## src/rtl/bypass_seq_ctr_if.sv

```systemverilog
// -----------------------------------------------------------------------------
// bypass_seq_ctr_if
//
// Purpose:
//   Bundles the run-control and status signals of the sequenced bit-bypass
//   counter so that the counter and its controller connect through a single
//   port.
//
// Parameters:
//   WIDTH   counter width in bits (must match the counter instance)
//
// Signals:
//   start    controller -> counter  begin a run (honoured only while idle)
//   bp       controller -> counter  bypass mask, latched on accepted start
//   en       controller -> counter  advance one step (honoured only while running)
//   abort    controller -> counter  early-terminate the run
//   busy     counter -> controller  a run is in progress
//   cnt_out  counter -> controller  current code (optionally bit-reversed)
//   ovf      counter -> controller  combinational wrap indicator
//   done     counter -> controller  one-cycle pulse: a pass wrapped
//   aborted  counter -> controller  one-cycle pulse: a run was aborted
//   steps    counter -> controller  advances in the current/most recent pass
//
// Modports:
//   master   the controller side (drives start/bp/en/abort)
//   slave    the counter side
// -----------------------------------------------------------------------------
interface bypass_seq_ctr_if #(
  parameter int WIDTH = 8
) ();

  logic             start;
  logic [WIDTH-1:0] bp;
  logic             en;
  logic             abort;
  logic             busy;
  logic [WIDTH-1:0] cnt_out;
  logic             ovf;
  logic             done;
  logic             aborted;
  logic [WIDTH:0]   steps;

  modport master (
    output start,
    output bp,
    output en,
    output abort,
    input  busy,
    input  cnt_out,
    input  ovf,
    input  done,
    input  aborted,
    input  steps
  );

  modport slave (
    input  start,
    input  bp,
    input  en,
    input  abort,
    output busy,
    output cnt_out,
    output ovf,
    output done,
    output aborted,
    output steps
  );

endinterface : bypass_seq_ctr_if

```

## src/rtl/bypass_seq_ctr.sv

```systemverilog
// -----------------------------------------------------------------------------
// bypass_seq_ctr
//
// Purpose:
//   Sequenced bit-bypass counter for early-terminating stochastic-computing
//   stream generation. A bypass mask latched at start freezes selected counter
//   bits at 0; carries ripple straight through them so only the unmasked bits
//   count. One pass visits every code whose masked bits are 0, in ascending
//   order (2^k codes, k = number of clear mask bits), then reports completion.
//   Run control (start/abort), a step counter and an optional continuous mode
//   sit on top of the basic counter.
//
// Parameters:
//   WIDTH       counter width in bits, minimum 1
//   CONTINUOUS  0: return to idle after a pass wraps
//               1: keep sweeping after each wrap until aborted
//
// Ports:
//   clk     rising-edge clock
//   rst_n   asynchronous active-low reset
//   bus     bypass_seq_ctr_if.slave (start, bp, en, abort in;
//           busy, cnt_out, ovf, done, aborted, steps out)
//
// Compile-time option:
//   BPSEQ_BITREV_EN  when defined, cnt_out presents the counter bit-reversed
//                    (van der Corput order). Internal counting, ovf and steps
//                    are unaffected.
// -----------------------------------------------------------------------------
module bypass_seq_ctr #(
  parameter int WIDTH      = 8,
  parameter bit CONTINUOUS = 1'b0
) (
  input  logic             clk,
  input  logic             rst_n,
  bypass_seq_ctr_if.slave  bus
);

  typedef enum logic [0:0] {
    ST_IDLE = 1'b0,
    ST_RUN  = 1'b1
  } state_t;

  localparam logic [WIDTH:0] STEP_ONE = {{WIDTH{1'b0}}, 1'b1};

  state_t           state_r;
  state_t           state_s;
  logic [WIDTH-1:0] cnt_r;
  logic [WIDTH-1:0] cnt_s;
  logic [WIDTH-1:0] bp_r;
  logic [WIDTH-1:0] bp_s;
  logic [WIDTH:0]   steps_r;
  logic [WIDTH:0]   steps_s;
  logic             done_r;
  logic             done_s;
  logic             aborted_r;
  logic             aborted_s;

  logic [WIDTH:0]   carry_s;
  logic [WIDTH-1:0] inc_s;
  logic             last_s;
  logic             run_s;

  // Reverse the bit order of a counter code (LSB becomes MSB).
  function automatic logic [WIDTH-1:0] bit_rev(input logic [WIDTH-1:0] v);
    logic [WIDTH-1:0] r;
    r = '0;
    for (int i = 0; i < WIDTH; i++) begin
      r[i] = v[WIDTH-1-i];
    end
    return r;
  endfunction

  // Masked carry chain: a masked bit behaves as a permanent 1 for carry
  // propagation, so the carry skips over it, while the XOR is gated by ~bp
  // so the bit itself never toggles.
  always_comb begin
    carry_s    = '0;
    carry_s[0] = 1'b1;
    for (int i = 0; i < WIDTH; i++) begin
      carry_s[i+1] = carry_s[i] & (cnt_r[i] | bp_r[i]);
    end
    inc_s = cnt_r ^ (carry_s[WIDTH-1:0] & ~bp_r);
  end

  // The carry out of the top bit is exactly &(cnt | bp): the final code of
  // the pass, where the next advance must wrap to 0.
  assign last_s = carry_s[WIDTH];
  assign run_s  = (state_r == ST_RUN);

  // Next-state and next-register logic; everything holds unless a rule fires.
  always_comb begin
    state_s   = state_r;
    cnt_s     = cnt_r;
    bp_s      = bp_r;
    steps_s   = steps_r;
    done_s    = 1'b0;
    aborted_s = 1'b0;
    case (state_r)
      ST_IDLE: begin
        if (bus.start) begin
          bp_s    = bus.bp;
          cnt_s   = '0;
          steps_s = '0;
          state_s = ST_RUN;
        end else begin
          state_s = ST_IDLE;
        end
      end
      ST_RUN: begin
        if (bus.abort) begin
          // Abort wins over en; counter and step count freeze for inspection.
          aborted_s = 1'b1;
          state_s   = ST_IDLE;
        end else if (bus.en) begin
          if (!last_s) begin
            cnt_s   = inc_s;
            steps_s = steps_r + STEP_ONE;
          end else begin
            cnt_s  = '0;
            done_s = 1'b1;
            if (CONTINUOUS) begin
              // Restart the pass count so steps tracks the pass in progress.
              steps_s = '0;
              state_s = ST_RUN;
            end else begin
              // One-shot: keep the full pass length visible while idle.
              steps_s = steps_r + STEP_ONE;
              state_s = ST_IDLE;
            end
          end
        end else begin
          state_s = ST_RUN;
        end
      end
      default: begin
        state_s   = ST_IDLE;
        cnt_s     = '0;
        bp_s      = '0;
        steps_s   = '0;
      end
    endcase
  end

  // State and datapath registers with asynchronous reset to an idle, zeroed
  // counter; a reset never produces a done or aborted pulse.
  always_ff @(posedge clk or negedge rst_n) begin
    if (!rst_n) begin
      state_r   <= ST_IDLE;
      cnt_r     <= '0;
      bp_r      <= '0;
      steps_r   <= '0;
      done_r    <= 1'b0;
      aborted_r <= 1'b0;
    end else begin
      state_r   <= state_s;
      cnt_r     <= cnt_s;
      bp_r      <= bp_s;
      steps_r   <= steps_s;
      done_r    <= done_s;
      aborted_r <= aborted_s;
    end
  end

  assign bus.busy    = run_s;
  assign bus.steps   = steps_r;
  assign bus.done    = done_r;
  assign bus.aborted = aborted_r;
  // Wrap indicator in the same cycle as the wrapping en; suppressed on abort
  // because abort pre-empts the advance.
  assign bus.ovf     = run_s & bus.en & ~bus.abort & last_s;

`ifdef BPSEQ_BITREV_EN
  assign bus.cnt_out = bit_rev(cnt_r);
`else
  assign bus.cnt_out = cnt_r;
`endif

endmodule : bypass_seq_ctr

```

## src/flat_wrapper.sv

```systemverilog
// flat-port wrapper written by rule: the top's interface ports become plain ports
module bypass_seq_ctr_flat 
#(
  parameter int WIDTH      = 8,
  parameter bit CONTINUOUS = 1'b0
)
  (clk, rst_n, bus_start, bus_bp, bus_en, bus_abort, bus_busy, bus_cnt_out, bus_ovf, bus_done, bus_aborted, bus_steps);
  bypass_seq_ctr_if #(.WIDTH(WIDTH)) bus_i ();
  input  logic clk;
  input  logic rst_n;
  input wire logic [$bits(bus_i.start)-1:0] bus_start;
  input wire logic [$bits(bus_i.bp)-1:0] bus_bp;
  input wire logic [$bits(bus_i.en)-1:0] bus_en;
  input wire logic [$bits(bus_i.abort)-1:0] bus_abort;
  output wire logic [$bits(bus_i.busy)-1:0] bus_busy;
  output wire logic [$bits(bus_i.cnt_out)-1:0] bus_cnt_out;
  output wire logic [$bits(bus_i.ovf)-1:0] bus_ovf;
  output wire logic [$bits(bus_i.done)-1:0] bus_done;
  output wire logic [$bits(bus_i.aborted)-1:0] bus_aborted;
  output wire logic [$bits(bus_i.steps)-1:0] bus_steps;
  assign bus_i.start = bus_start;
  assign bus_i.bp = bus_bp;
  assign bus_i.en = bus_en;
  assign bus_i.abort = bus_abort;
  assign bus_busy = bus_i.busy;
  assign bus_cnt_out = bus_i.cnt_out;
  assign bus_ovf = bus_i.ovf;
  assign bus_done = bus_i.done;
  assign bus_aborted = bus_i.aborted;
  assign bus_steps = bus_i.steps;
  bypass_seq_ctr #(.WIDTH(WIDTH), .CONTINUOUS(CONTINUOUS)) u_core (.clk(clk), .rst_n(rst_n), .bus(bus_i));
endmodule
```

## config.mk

```make
export PLATFORM = sky130hd
export DESIGN_NAME = bypass_seq_ctr_flat
export DESIGN_NICKNAME = d
export VERILOG_FILES = /design/src/rtl/bypass_seq_ctr_if.sv /design/src/rtl/bypass_seq_ctr.sv /design/src/flat_wrapper.sv
export SDC_FILE = /design/constraint.sdc
export NUM_CORES = 1
export LEC_CHECK = 0
export CAP_MARGIN = 5
export CORE_ASPECT_RATIO = 1.4
export CORE_MARGIN = 2
export CORE_UTILIZATION = 49
export CTS_CLUSTER_SIZE = 12
export DETAILED_ROUTE_END_ITERATION = 10
export PLACE_DENSITY = 0.79
export SLEW_MARGIN = 5
export SYNTH_ARGS = -nofsm -noshare
export SYNTH_HDL_FRONTEND = slang
export SYNTH_SLANG_ARGS = --single-unit
```

## constraint.sdc

```tcl
create_clock -name clk -period 2.6 [get_ports clk]
set_input_delay 0.26 -clock clk [delete_from_list [all_inputs] [get_ports clk]]
set_output_delay 0.26 -clock clk [all_outputs]
set_load 0.05 [all_outputs]
```

==> results of run 1 <==
==> flip-flops by register name, summed over array words and instances (netlist names) <==
register,count
u_core.bus.aborted,1
u_core.bus.cnt_out,8
u_core.bus.steps,9
u_core.bp_r,8
u_core.bus.done,1
u_core.bus.busy,1
==> stage by stage <==
stage               cells  hold WS [ps]  total power [mW]  setup WS (ps)
floorplan             158         -35.6             0.895            101
global placement      225           466              1.06            424
detailed placement    225           479              1.08            357
CTS                   229           378              1.34           49.4
global route          229           388              1.42           30.5
finish                229           364              1.34            121
==> cell usage after synthesis (all sizes together), types with 2 or more instances <==
library cell / instances
a211oi: 2
a22oi: 2
a31oi: 2
and3: 2
buf: 2
clkbuf: 6
dfrtp: 28
ha: 2
inv: 4
nand2: 30
nand2b: 3
nand3: 8
nand4: 3
nor2: 16
nor3: 2
o21ai: 11
o21bai: 3
o22ai: 3
or3: 4
xnor2: 3
xor2: 3
==> repair_timing <==
| action | CTS | global route |
|---|---|---|
| gates resized for setup | 0 | 2 |
| endpoints found under the setup margin | 0 | 1 |
| hold buffers | 0 | 0 |
==> layout make-up <==
class	count	area, um^2
Clock buffer	4	55.1
Timing Repair Buffer	38	378
Tap cell	37	46.3
Sequential cell	28	702
Fill cell	253	927
Inverter	4	15.0
Multi-Input combinational cell	118	697
==> power by group <==
| part | switching [mW] | internal, mW |
|---|---|---|
| Clock | 0.128 | 0.135 |
| Combinational | 0.308 | 0.189 |
| Sequential | 0.0817 | 0.500 |
| Total | 0.518 | 0.824 |
==> final timing paths <==
path                                             from                    end  depth (start not counted)
min in group clk                       u_core.bp_r[7]         u_core.bp_r[7]                          2
worst max register to register  u_core.bus.cnt_out[0]  u_core.bus.cnt_out[7]                          7
max in group asynchronous                       rst_n  u_core.bus.cnt_out[0]                          2
worst max-delay path            u_core.bus.cnt_out[0]                bus_ovf                          7
worst min register to register         u_core.bp_r[7]         u_core.bp_r[7]                          2
worst min-delay path                            rst_n         u_core.bp_r[0]                          2
==> kinds of logic after synthesis <==
kind of cell	count (synthesis)	synth area share (%)
XOR/XNOR	6	3.68
AO/OA/AOI/OAI	34	16.9
adder cells (fa/ha/maj)	2	1.75
buffers and inverters	12	3.33
AND/OR/NAND/NOR	76	25.2
flip-flops	28	49.1
==> layer usage <==
metal	up-vias	GRT usage, %	part of all wire (%)
met5	-	0	0
met4	0	9.38	0.97
met3	4	3.28	3.7
met2	37	43.2	56
met1	632	25.6	39
li1	623	-	-
==> flow_metrics.py, run 1 <==
metrics = {
    "timing": {
        "worst_pin_slew_ps": 536,
        "maxSlewViolCount": 0,
        "fin_crit_sh_pct": 95.4,
        "setup_viol": 0,
        "rsz0062_at_grt": "false",
        "setup-tns-final_ps": 0,
        "period_needed_ps": 2480,
        "fin_skew_ps": 4.53,
        "slew_headroom_pct": 64.1,
        "hold_violations": 0,
        "fmax_mhz": 403,
    },
    "cts": {
        "numCtsBuffers": 3,
        "h-tree-depth": 1,
        "clkSinkCount": 28,
        "clk_latency_ps": 270,
        "clk_root_buffer_cell": "clkbuf_8",
        "cts_tree": "yes",
        "clockBufferDepth": 2,
        "clk_pin_slew_ps": 90,
        "cts_setup_buffers": 0,
    },
    "logic_synthesis": {
        "syn-cell-area_mm2": 0.00143,
        "synth-edff-count": 0,
        "seq_area_frac_synth_pct": 49.1,
        "ys_ff_latch": 28,
        "avgSynthCellArea_um2": 9.03,
        "syn_nets": 173,
        "synth_top_area_share_pct": 49.1,
        "ys_warn_count": 0,
        "ys.flop_type": "dfrtp_1",
        "synth-async-reset-ratio_pct": 100,
        "netlist_instances": 158,
        "synth_area_leaders": "dfrtp_1 (49%), nand2_1 (7.9%), nor2_1 (4.2%)",
        "yosysTopAreaCell": "dfrtp_1",
        "synth.distinct_cells": 44,
    },
    "route": {
        "first_pass_iters": 4,
        "vias": 1296,
        "avgViaCountPerCell": 5.66,
        "routedWlPerCell_um": 15.3,
        "drc_errors": 0,
        "drt-total-wl_mm": 3.51,
        "dr.first_iter.drc_count": 33,
        "ant_nets": 0,
    },
    "critical_path": {
        "worstPathRequired_ps": 2340,
        "cp_slowest_stage_delay_ps": 550,
        "reg2reg_slack_ps": 450,
        "crit_type": "flop to output pin",
        "crit_family": "simple AND/OR/NAND/NOR gates",
        "crit_fanout": 6,
        "arrival_ps": 2220,
        "cp-end-kind": "output pin",
        "start_kind": "flop",
        "critPathSlowestCell": "or4_4",
        "cp_num_buf_inv": 2,
        "path_cells": "inv_1, ha_1, o21bai_4, or4_4, or2_4, nor2_4, buf_12",
    },
    "finish": {
        "finalCoreUtilization_pct": 67.1,
        "drive_gt1_share_pct": 9.90,
        "layout.nets": 208,
        "area_delta_synth_final_pct": 32.7,
        "design_area_mm2": 0.00189,
        "final_cell_mix": "clkdlybuf4s50_1 (32), nand2_1 (30), dfrtp_1 (27), nor2_1 (15), o21ai_0 (10)",
        "num_antenna_cells": 0,
        "layout_commonest_cell": "clkdlybuf4s50_1",
    },
    "grt": {
        "grt_max_degree": 29,
        "grtUsageTotal_pct": 22.8,
        "grt_pass1_vias": 1365,
        "grt_pass1_wl_mm": 5.95,
        "antenna_found_initial": 0,
        "grt-ovfl-total": 0,
    },
    "outcome": {
        "status": "finished, final reports clean",
    },
    "place": {
        "dpl.hpwl_mm": 2.53,
        "place_area_mm2": 0.00183,
        "port_buffers": 33,
        "routabilityCongestion": 0.909,
    },
    "job": {
        "cap_violations": 0,
    },
    "worst_hold_path": {
        "hp-class": "primary input to asynchronous set/reset pin",
    },
    "power_and_ir_drop": {
        "p_per_area_mw_per_mm2": 709,
        "ir_drop_v": 0.000383,
        "power_leakage_nw": 0.817,
    },
    "die": {
        "dieArea_mm2": 0.00336,
        "core_area_mm2": 0.00282,
        "start_util_pct": 50.6,
        "rows": 23,
        "die_x_um": 49.6,
        "die_h_um": 67.8,
        "io-pin-count": 34,
    },
}
(Power assumes the default switching activity.)
==> inputs of run 2 (changes only) <==
Settings changed: CORE_UTILIZATION 49 to 52, PLACE_DENSITY 0.79 to 0.83, RECOVER_POWER set to 25, SKIP_CTS_REPAIR_TIMING set to 1.
Clock period 2.6 ns to 2.9 ns, I/O delays scaled along.
==> flow_metrics.py, run 2 (same netlist as run 1, synthesis figures left out) <==
metrics = {
    "outcome": {
        "status": "finished, final reports clean",
    },
    "power_and_ir_drop": {
        "netSwitchingPower_mw": 0.442,
        "combPwrFrac_pct": 39.8,
        "internal_power_mw": 0.660,
        "clockPowerShare_pct": 13.3,
        "swShare_pct": 40.1,
        "power_leakage_nw": 0.794,
        "ir_drop_v": 0.000373,
        "p_per_area_mw_per_mm2": 601,
        "p_seq_share_pct": 46.8,
    },
    "finish": {
        "fill_cells": 219,
        "largest_register_ffs": 9,
        "layout_commonest_cell": "clkdlybuf4s50_1",
        "layout.nets": 207,
        "drive_gt1_share_pct": 7.89,
        "area_delta_synth_final_pct": 28.6,
        "final_cell_mix": "clkdlybuf4s50_1 (31), nand2_1 (30), dfrtp_1 (28), nor2_1 (15), o21ai_0 (10)",
        "num_antenna_cells": 0,
    },
    "die": {
        "die_h_um": 66.0,
        "core_area_mm2": 0.00262,
        "rows": 22,
        "dieArea_mm2": 0.00318,
        "start_util_pct": 54.5,
        "die_x_um": 48.3,
        "io-pin-count": 34,
    },
    "grt": {
        "grtUsageTotal_pct": 22.8,
        "grt_pass1_wl_mm": 5.26,
        "antenna_found_initial": 0,
        "grt-ovfl-total": 0,
        "grt_max_degree": 29,
        "grt_pass1_vias": 1253,
    },
    "cts": {
        "clk_latency_ps": 310,
        "clk_pin_slew_ps": 130,
        "clkSinkCount": 28,
        "clk_root_buffer_cell": "clkbuf_4",
        "cts_tree": "yes",
        "h-tree-depth": 1,
        "numCtsBuffers": 3,
        "clockBufferDepth": 2,
    },
    "timing": {
        "slew_headroom_pct": 2.87,
        "period_needed_ps": 2690,
        "layout_setup_ws_ps": 210,
        "rsz0062_at_grt": "false",
        "hold_violations": 0,
        "maxSlewViolCount": 0,
        "setup_viol": 0,
        "setup-tns-final_ps": 0,
        "fin_crit_sh_pct": 92.8,
        "fin_skew_ps": 1.93,
        "worst_pin_slew_ps": 1460,
        "fmax_mhz": 372,
    },
    "route": {
        "routedWlPerCell_um": 14.0,
        "drt-total-wl_mm": 3.17,
        "drc_errors": 0,
        "vias": 1276,
        "first_pass_iters": 4,
        "avgViaCountPerCell": 5.65,
        "dr.first_iter.drc_count": 26,
        "ant_nets": 0,
    },
    "critical_path": {
        "worstPathRequired_ps": 2610,
        "reg2reg_to": "u_core.bus.cnt_out[1]",
        "worstReg2RegStart": "u_core.bus.cnt_out[0]",
        "reg2reg_slack_ps": 790,
        "r2r_cells": 6,
        "critical_path.startpoint": "u_core.bus.cnt_out[0]",
        "crit_fanout": 10,
        "crit_end": "bus_ovf",
        "crit_type": "flop to output pin",
        "arrival_ps": 2400,
        "cp-end-kind": "output pin",
        "start_kind": "flop",
    },
    "job": {
        "cap_violations": 0,
    },
    "place": {
        "dpl.hpwl_mm": 2.37,
        "pre_cts_slack_ps": 452,
        "port_buffers": 33,
        "routabilityCongestion": 0.933,
    },
    "worst_hold_path": {
        "hp-class": "primary input to flop",
    },
}
-- run 2: worst max-delay path, cell delays in order (launching register included) --
cell and delay [ps]:
dfrtp_1 370, inv_1 60, ha_1 220, o21bai_2 240, or4_4 620, or2_4 270
nor2_2 150, buf_12 160
-- run 2: power groups by stage --
stage | registers [mW] | logic [mW] | clock network, mW
CTS | 0.514 | 0.439 | 0.155
global placement | 0.519 | 0.427 | 0
finish | 0.516 | 0.439 | 0.147
detailed placement | 0.522 | 0.438 | 0
global route | 0.524 | 0.477 | 0.172
floorplan | 0.630 | 0.171 | 0
-- run 2: how the worst min path moves through the flow --
stage | depth (start not counted) | start | end
floorplan | 0 | rst_n | u_core.bp_r[0]
global placement | 2 | u_core.bp_r[7] | u_core.bp_r[7]
detailed placement | 2 | u_core.bp_r[7] | u_core.bp_r[7]
CTS | 2 | rst_n | u_core.bp_r[1]
global route | 3 | bus_bp[5] | u_core.bp_r[5]
finish | 3 | bus_bp[5] | u_core.bp_r[5]
-- run 2: metal layers --
metal | routed length, um | track usage, %
met1 | 1310 | 27.2
met2 | 1710 | 39.3
met3 | 98 | 2.73
met4 | 40 | 8.78
met5 | 0 | 0
-- run 2: final cells by class --
type                            instances  area (um^2)  share of cell area [%]
Timing Repair Buffer                   37          367                    20.0
Multi-Input combinational cell        118          684                    37.3
Sequential cell                        28          701                    38.2
Tap cell                               36         45.0                    2.46
Inverter                                4         15.0                   0.819
Clock buffer                            3         22.5                    1.23
-- run 2: per-stage QoR --
stage	hold slack [ps]	std cells	cell area [um^2]	power, mW	util, %
after CTS	335	226	1830	1.11	70.1
after detailed placement	479	223	1810	0.960	69.3
after floorplan	-5.59	158	1430	0.801	-
final	495	226	1830	1.10	70.1
after global routing	489	226	1830	1.17	70.1
after global placement	466	223	1810	0.947	69.3
==> edit 1 (flow settings as in run 2) <==
Reset style: synchronous (`rst_n`), changed in one clocked block. Comments in the files are not updated.
--- a/src/rtl/bypass_seq_ctr.sv
+++ b/src/rtl/bypass_seq_ctr.sv
@@ -144,5 +144,5 @@
   // State and datapath registers with asynchronous reset to an idle, zeroed
   // counter; a reset never produces a done or aborted pulse.
-  always_ff @(posedge clk or negedge rst_n) begin
+  always_ff @(posedge clk) begin
     if (!rst_n) begin
       state_r   <= ST_IDLE;
Function: differs if rst_n is asserted again (counterexample within 4 cycles, from zero or initial values and one cycle with rst_n low); with rst_n held inactive, the same outputs for 4 cycles.
==> edit 1 against run 2 <==
Largest cell class is now multi-input combinational cells. Sequential cell count unchanged. Die area shrank 7.1%. Cell area fell by 6.6%. Synthesized cell count decreased by 1.9%. Worst setup slack gained 240 ps. Worst hold slack got worse by 25 ps. Wire length down 2.1%. Maximum frequency increased by 9.7%. Area after synthesis fell by 7.6%.
Power is not compared: it rests on default switching activity, and its combinational part moved more than twofold at a synthesized area within 25%.
==> edit 1: results (changes against run 2) <==
stage,metric,value,unit,change
finish,Fill cells,199,,was 219
placed_design,post-placement cell area,1670,um2,was 1810 um2
min_path,hold crit path type,register to register,,was input port to register
critical_path,Crit Path Max Fanout,14,,was 10
cts,clock slew seen by the registers of the worst setup and hold paths,150,ps,was 130 ps
global_route,met2 usage,44.1,%,was 39.3%
global_route,M3 GR Usage,4.01,%,was 2.73%
yosys,syn_nets,170,,was 173
timing,Fin Clk Skew,3.48,ps,was 1.93 ps
finish,register area,561,um2,was 701 um2
global_route,largest net degree at the start of global routing,17,,was 29
routing,DR iter-0 viols,33,,was 26
global_route,Total Routing Usage GR,23.9,%,was 22.8%
yosys,Area contributors post-synth,"dfxtp_1 43%, a21oi_1 6.1%, nand2_1 6.0%",,"was dfrtp_1 49%, nand2_1 7.9%, nor2_1 4.2%"
placed_design,pre-CTS setup slack,837,ps,was 452 ps
global_route,vias in the first global route,1233,,"was 1,253"
finish,layout cells sized above 1,6.91,%,was 7.89%
timing,worst slew pin tran,586,ps,was 1460 ps
routing,Via density,5.77,,was 5.65
critical_path,crit path DAT,2160,ps,was 2400 ps
routing,drt wl/cell,14.0,um,about the same
yosys,Synth async-reset ratio,0,%,was 100%
yosys,"Seq/Total Area, Yosys",42.5,%,was 49.1%
placed_design,DP Wirelength,2.31,mm,was 2.37 mm
run_status,outcome,"finished, final reports clean",,unchanged
global_route,met1 Use GR,24.9,%,was 27.2%
==> edit 1: cell count changes after synthesis, sizes merged, moves of 3 or more <==
cell    change
inv         +3
dfxtp      +28
a21oi      +15
nand3       -5
clkbuf      -3
nand2       -9
o21ai       -4
nand3b      +3
dfrtp      -28
mux2i       +3
or4         +3
==> edit 1: kinds of logic after synthesis <==
kind of cell / share of synthesized area [%]
AOI/OAI and AO/OA: 20.3
xor gates and xnor gates: 3.32
adders and majority gates: 1.90
buffers and inverters: 4.08
DFF: 42.5
muxes: 2.28
and+or+nand+nor: 25.5
==> edit 1: routing by layer <==
| metal | vias to the layer above | share of wire (%) | wire [um] |
|---|---|---|---|
| li1 | 622 | - | - |
| met5 | - | 0 | 0 |
| met4 | 0 | 2.1 | 64 |
| met3 | 8 | 5.3 | 165 |
| met2 | 41 | 57 | 1770 |
| met1 | 609 | 35 | 1100 |
==> edit 1: path summary, 6_finish.rpt <==
path | start | end | slack [ps] | cells past startpoint
worst min-delay path | u_core.bp_r[0] | u_core.bp_r[0] | 470 | 2
worst min register to register | u_core.bp_r[0] | u_core.bp_r[0] | 470 | 2
worst max-delay path | u_core.bus.cnt_out[0] | bus_ovf | 450 | 6
worst max register to register | u_core.bus.cnt_out[0] | u_core.bus.busy | 1020 | 6
==> edit 1: critical path, stage by stage (launching register included) <==
cell	delay (ps)
dfxtp_1	380
inv_1	50
ha_1	210
o21bai_4	210
or4_4	650
nor2_1	140
buf_4	200
==> edit 1: layout make-up <==
| type | count | share of cell area, % |
|---|---|---|
| clock buffers | 3 | 1.31 |
| clock inverters | 1 | 1.75 |
| inverters | 7 | 1.53 |
| multi-input cells | 115 | 40.6 |
| flip-flops and latches | 28 | 32.7 |
| well taps | 34 | 2.48 |
| repair buffers | 34 | 19.6 |
==> edit 1: power by group <==
part	internal [mW]	switching, mW	total [mW]
Sequential	0.394	0.0102	0.404
Clock	0.140	0.113	0.253
Combinational	0.0360	0.0482	0.0842
==> edit 2 (flow settings as in run 2) <==
Without the edit above. `CONTINUOUS` is set to 1'b0 in 2 places; all go to 1'b1.
--- a/src/rtl/bypass_seq_ctr.sv
+++ b/src/rtl/bypass_seq_ctr.sv
@@ -29,5 +29,5 @@
 module bypass_seq_ctr #(
   parameter int WIDTH      = 8,
-  parameter bit CONTINUOUS = 1'b0
+  parameter bit CONTINUOUS = 1'b1
 ) (
   input  logic             clk,
--- a/src/flat_wrapper.sv
+++ b/src/flat_wrapper.sv
@@ -3,5 +3,5 @@
 #(
   parameter int WIDTH      = 8,
-  parameter bit CONTINUOUS = 1'b0
+  parameter bit CONTINUOUS = 1'b1
 )
   (clk, rst_n, bus_start, bus_bp, bus_en, bus_abort, bus_busy, bus_cnt_out, bus_ovf, bus_done, bus_aborted, bus_steps);
Function: changed (Yosys sat finds a counterexample within 4 cycles, from zero or initial values and one cycle with rst_n low).
==> edit 2 against run 2 <==
Total power shrank 1.2%. Count of clock-buffer cells in the layout is the same. Sequential power is essentially flat. Cell area shrank 3.5%. Area after synthesis shrank 3.2%. Sequential share of layout area grew 1.4 points. Sequential cell count is the same. Via count shrank 1.2%. Worst setup slack gained 230 ps. Wire length shrank 0.76%. Critical path depth shrank 1. Highest routed layer unchanged.
==> edit 2: results (changes against run 2) <==
stage,metric,value,unit,change
global_route,largest net degree at the start of global routing,29,,unchanged
global_route,first-pass GRT wire length,5.40,mm,was 5.26 mm
yosys,Area contributors post-synth,"dfrtp_1 51%, nand2_1 9.2%, o21ai_0 4.7%",,"was dfrtp_1 49%, nand2_1 7.9%, nor2_1 4.2%"
placed_design,GPL Wtd Cong,0.847,,was 0.933
critical_path,Crit Path Max Fanout,10,,unchanged
timing,worst slew pin tran,1470,ps,was 1460 ps
pwr,Pleak,0.766,nW,was 0.794 nW
finish,diode count,0,,unchanged
routing,Via density,5.78,,was 5.65
placed_design,I/O Buffers,33,,unchanged
routing,drt wl/cell,14.4,um,was 14.0 um
finish,nets@finish,199,,was 207
cts,clock slew seen by the registers of the worst setup and hold paths,140,ps,
global_route,vias in the first global route,1216,,"was 1,253"
finish,max reg flops,9,,unchanged
run_status,outcome,"finished, final reports clean",,unchanged
yosys,"EDFF count, synth",0,,unchanged
cts,Bufs on Longest Clock Path,2,,unchanged
yosys,syn_nets,162,,was 173
global_route,antenna violations before repair,0,,unchanged
yosys,"Seq/Total Area, Yosys",50.7,%,was 49.1%
global_route,Total Routing Usage GR,24.1,%,was 22.8%
finish,layout cells sized above 1,7.69,%,was 7.89%
cts,CTS Buf Count,3,,unchanged
yosys,synth cell count leaders,"34 x nand2_1, 28 x dfrtp_1, 13 x o21ai_0",,"was 30 x nand2_1, 28 x dfrtp_1, 16 x nor2_1"
min_path,hold crit path type,input port to register,,unchanged
yosys,Synth async-reset ratio,100,%,unchanged
finish,Fill cells,232,,was 219
yosys,YS warnings,0,,unchanged
routing,DR pass1 iterations,4,,unchanged
cts,Clock Latency Late Sink,320,ps,
critical_path,slowest CP cell,nor4_4,,was or4_4
yosys,Synth cell types,36,,was 44
timing,Fin Clk Skew,2.38,ps,was 1.93 ps
pwr,VDD IR max,522,uV,was 373 uV
routing,DR iter-0 viols,61,,was 26
yosys,"Primary FF master, synth",dfrtp_1,,unchanged
cts,Root Buffer,clkbuf_4,,unchanged
critical_path,crit path DAT,2170,ps,was 2400 ps
run,Max-cap violations,0,,unchanged
timing,max-slew violations,0,,unchanged
placed_design,DP Wirelength,2.35,mm,was 2.37 mm
cts,htree depth,1,,unchanged
critical_path,"slowest stage delay, CP",490,ps,was 620 ps
[edit 2: cell count changes in the layout (fill, tap and decap cells not counted), sizes merged, moves of 4 or more]
cell / run 2 / this run
nand2: 30 / 34
a21oi: 1 / 8
nor2: 16 / 10
or3: 4 / 0
a31oi: 2 / 7
[edit 2: where the power goes]
part	total, mW	leakage [nW]	internal, mW	switching (mW)
clock	0.154	0.0138	0.0487	0.106
combinational	0.421	0.381	0.144	0.277
sequential	0.514	0.371	0.448	0.0660
total	1.09	0.766	0.641	0.449
[edit 2: logic make-up after synthesis]
family	after synthesis	synth area share, %
AO/OA/AOI/OAI	44	21.6
multiplexers	1	0.725
AND/OR/NAND/NOR	64	22.4
buffers and inverters	8	2.72
adder cells (fa/ha/maj)	2	1.81
flip-flops	28	50.7
[edit 2: stage by stage]
step	area [um2]	hold slack (ps)	std cells	setup slack (ps)	util, %
after floorplan	1380	-5.59	147	594	-
after global placement	1750	476	215	890	67.6
after detailed placement	1750	486	215	743	67.6
after CTS	1770	348	218	438	68.5
after global routing	1770	478	218	306	68.4
final	1770	477	218	438	68.4
[edit 2: path summary, 6_finish.rpt]
kind | depth (start not counted) | slack, ps | from | to
max | 6 | 440 | u_core.bus.cnt_out[0] | bus_ovf
min | 3 | 480 | bus_bp[4] | u_core.bp_r[4]
max reg2reg | 7 | 710 | u_core.bus.cnt_out[0] | u_core.bus.steps[7]
min reg2reg | 1 | 500 | u_core.bus.steps[8] | u_core.bus.steps[8]
max in group asynchronous | 2 | 1220 | rst_n | u_core.bus.steps[3]
min in group asynchronous | 2 | 840 | rst_n | u_core.bus.steps[0]
[edit 2: metal layers]
layer	routed length, um	up-vias	track usage, %
li1	-	600	-
met1	1270	611	27.3
met2	1670	42	41.7
met3	132	8	3.90
met4	70	0	10.8
met5	0	-	0
[edit 2: area by class of cell]
| class | instances | area, um2 | area share, % |
|---|---|---|---|
| Sequential cell | 28 | 701 | 39.6 |
| Multi-Input combinational cell | 111 | 643 | 36.4 |
| Timing Repair Buffer | 35 | 339 | 19.2 |
| Tap cell | 36 | 45.0 | 2.55 |
| Clock buffer | 3 | 22.5 | 1.27 |
| Inverter | 5 | 18.8 | 1.06 |
[edit 2: worst max-delay path: cells and delay by family, from the launching register on]
family / cells / cell delay (ps)
flops: 1 / 380
compound gates: 1 / 220
simple gates: 2 / 780
fa+ha+maj: 1 / 220
buf+inv: 2 / 250
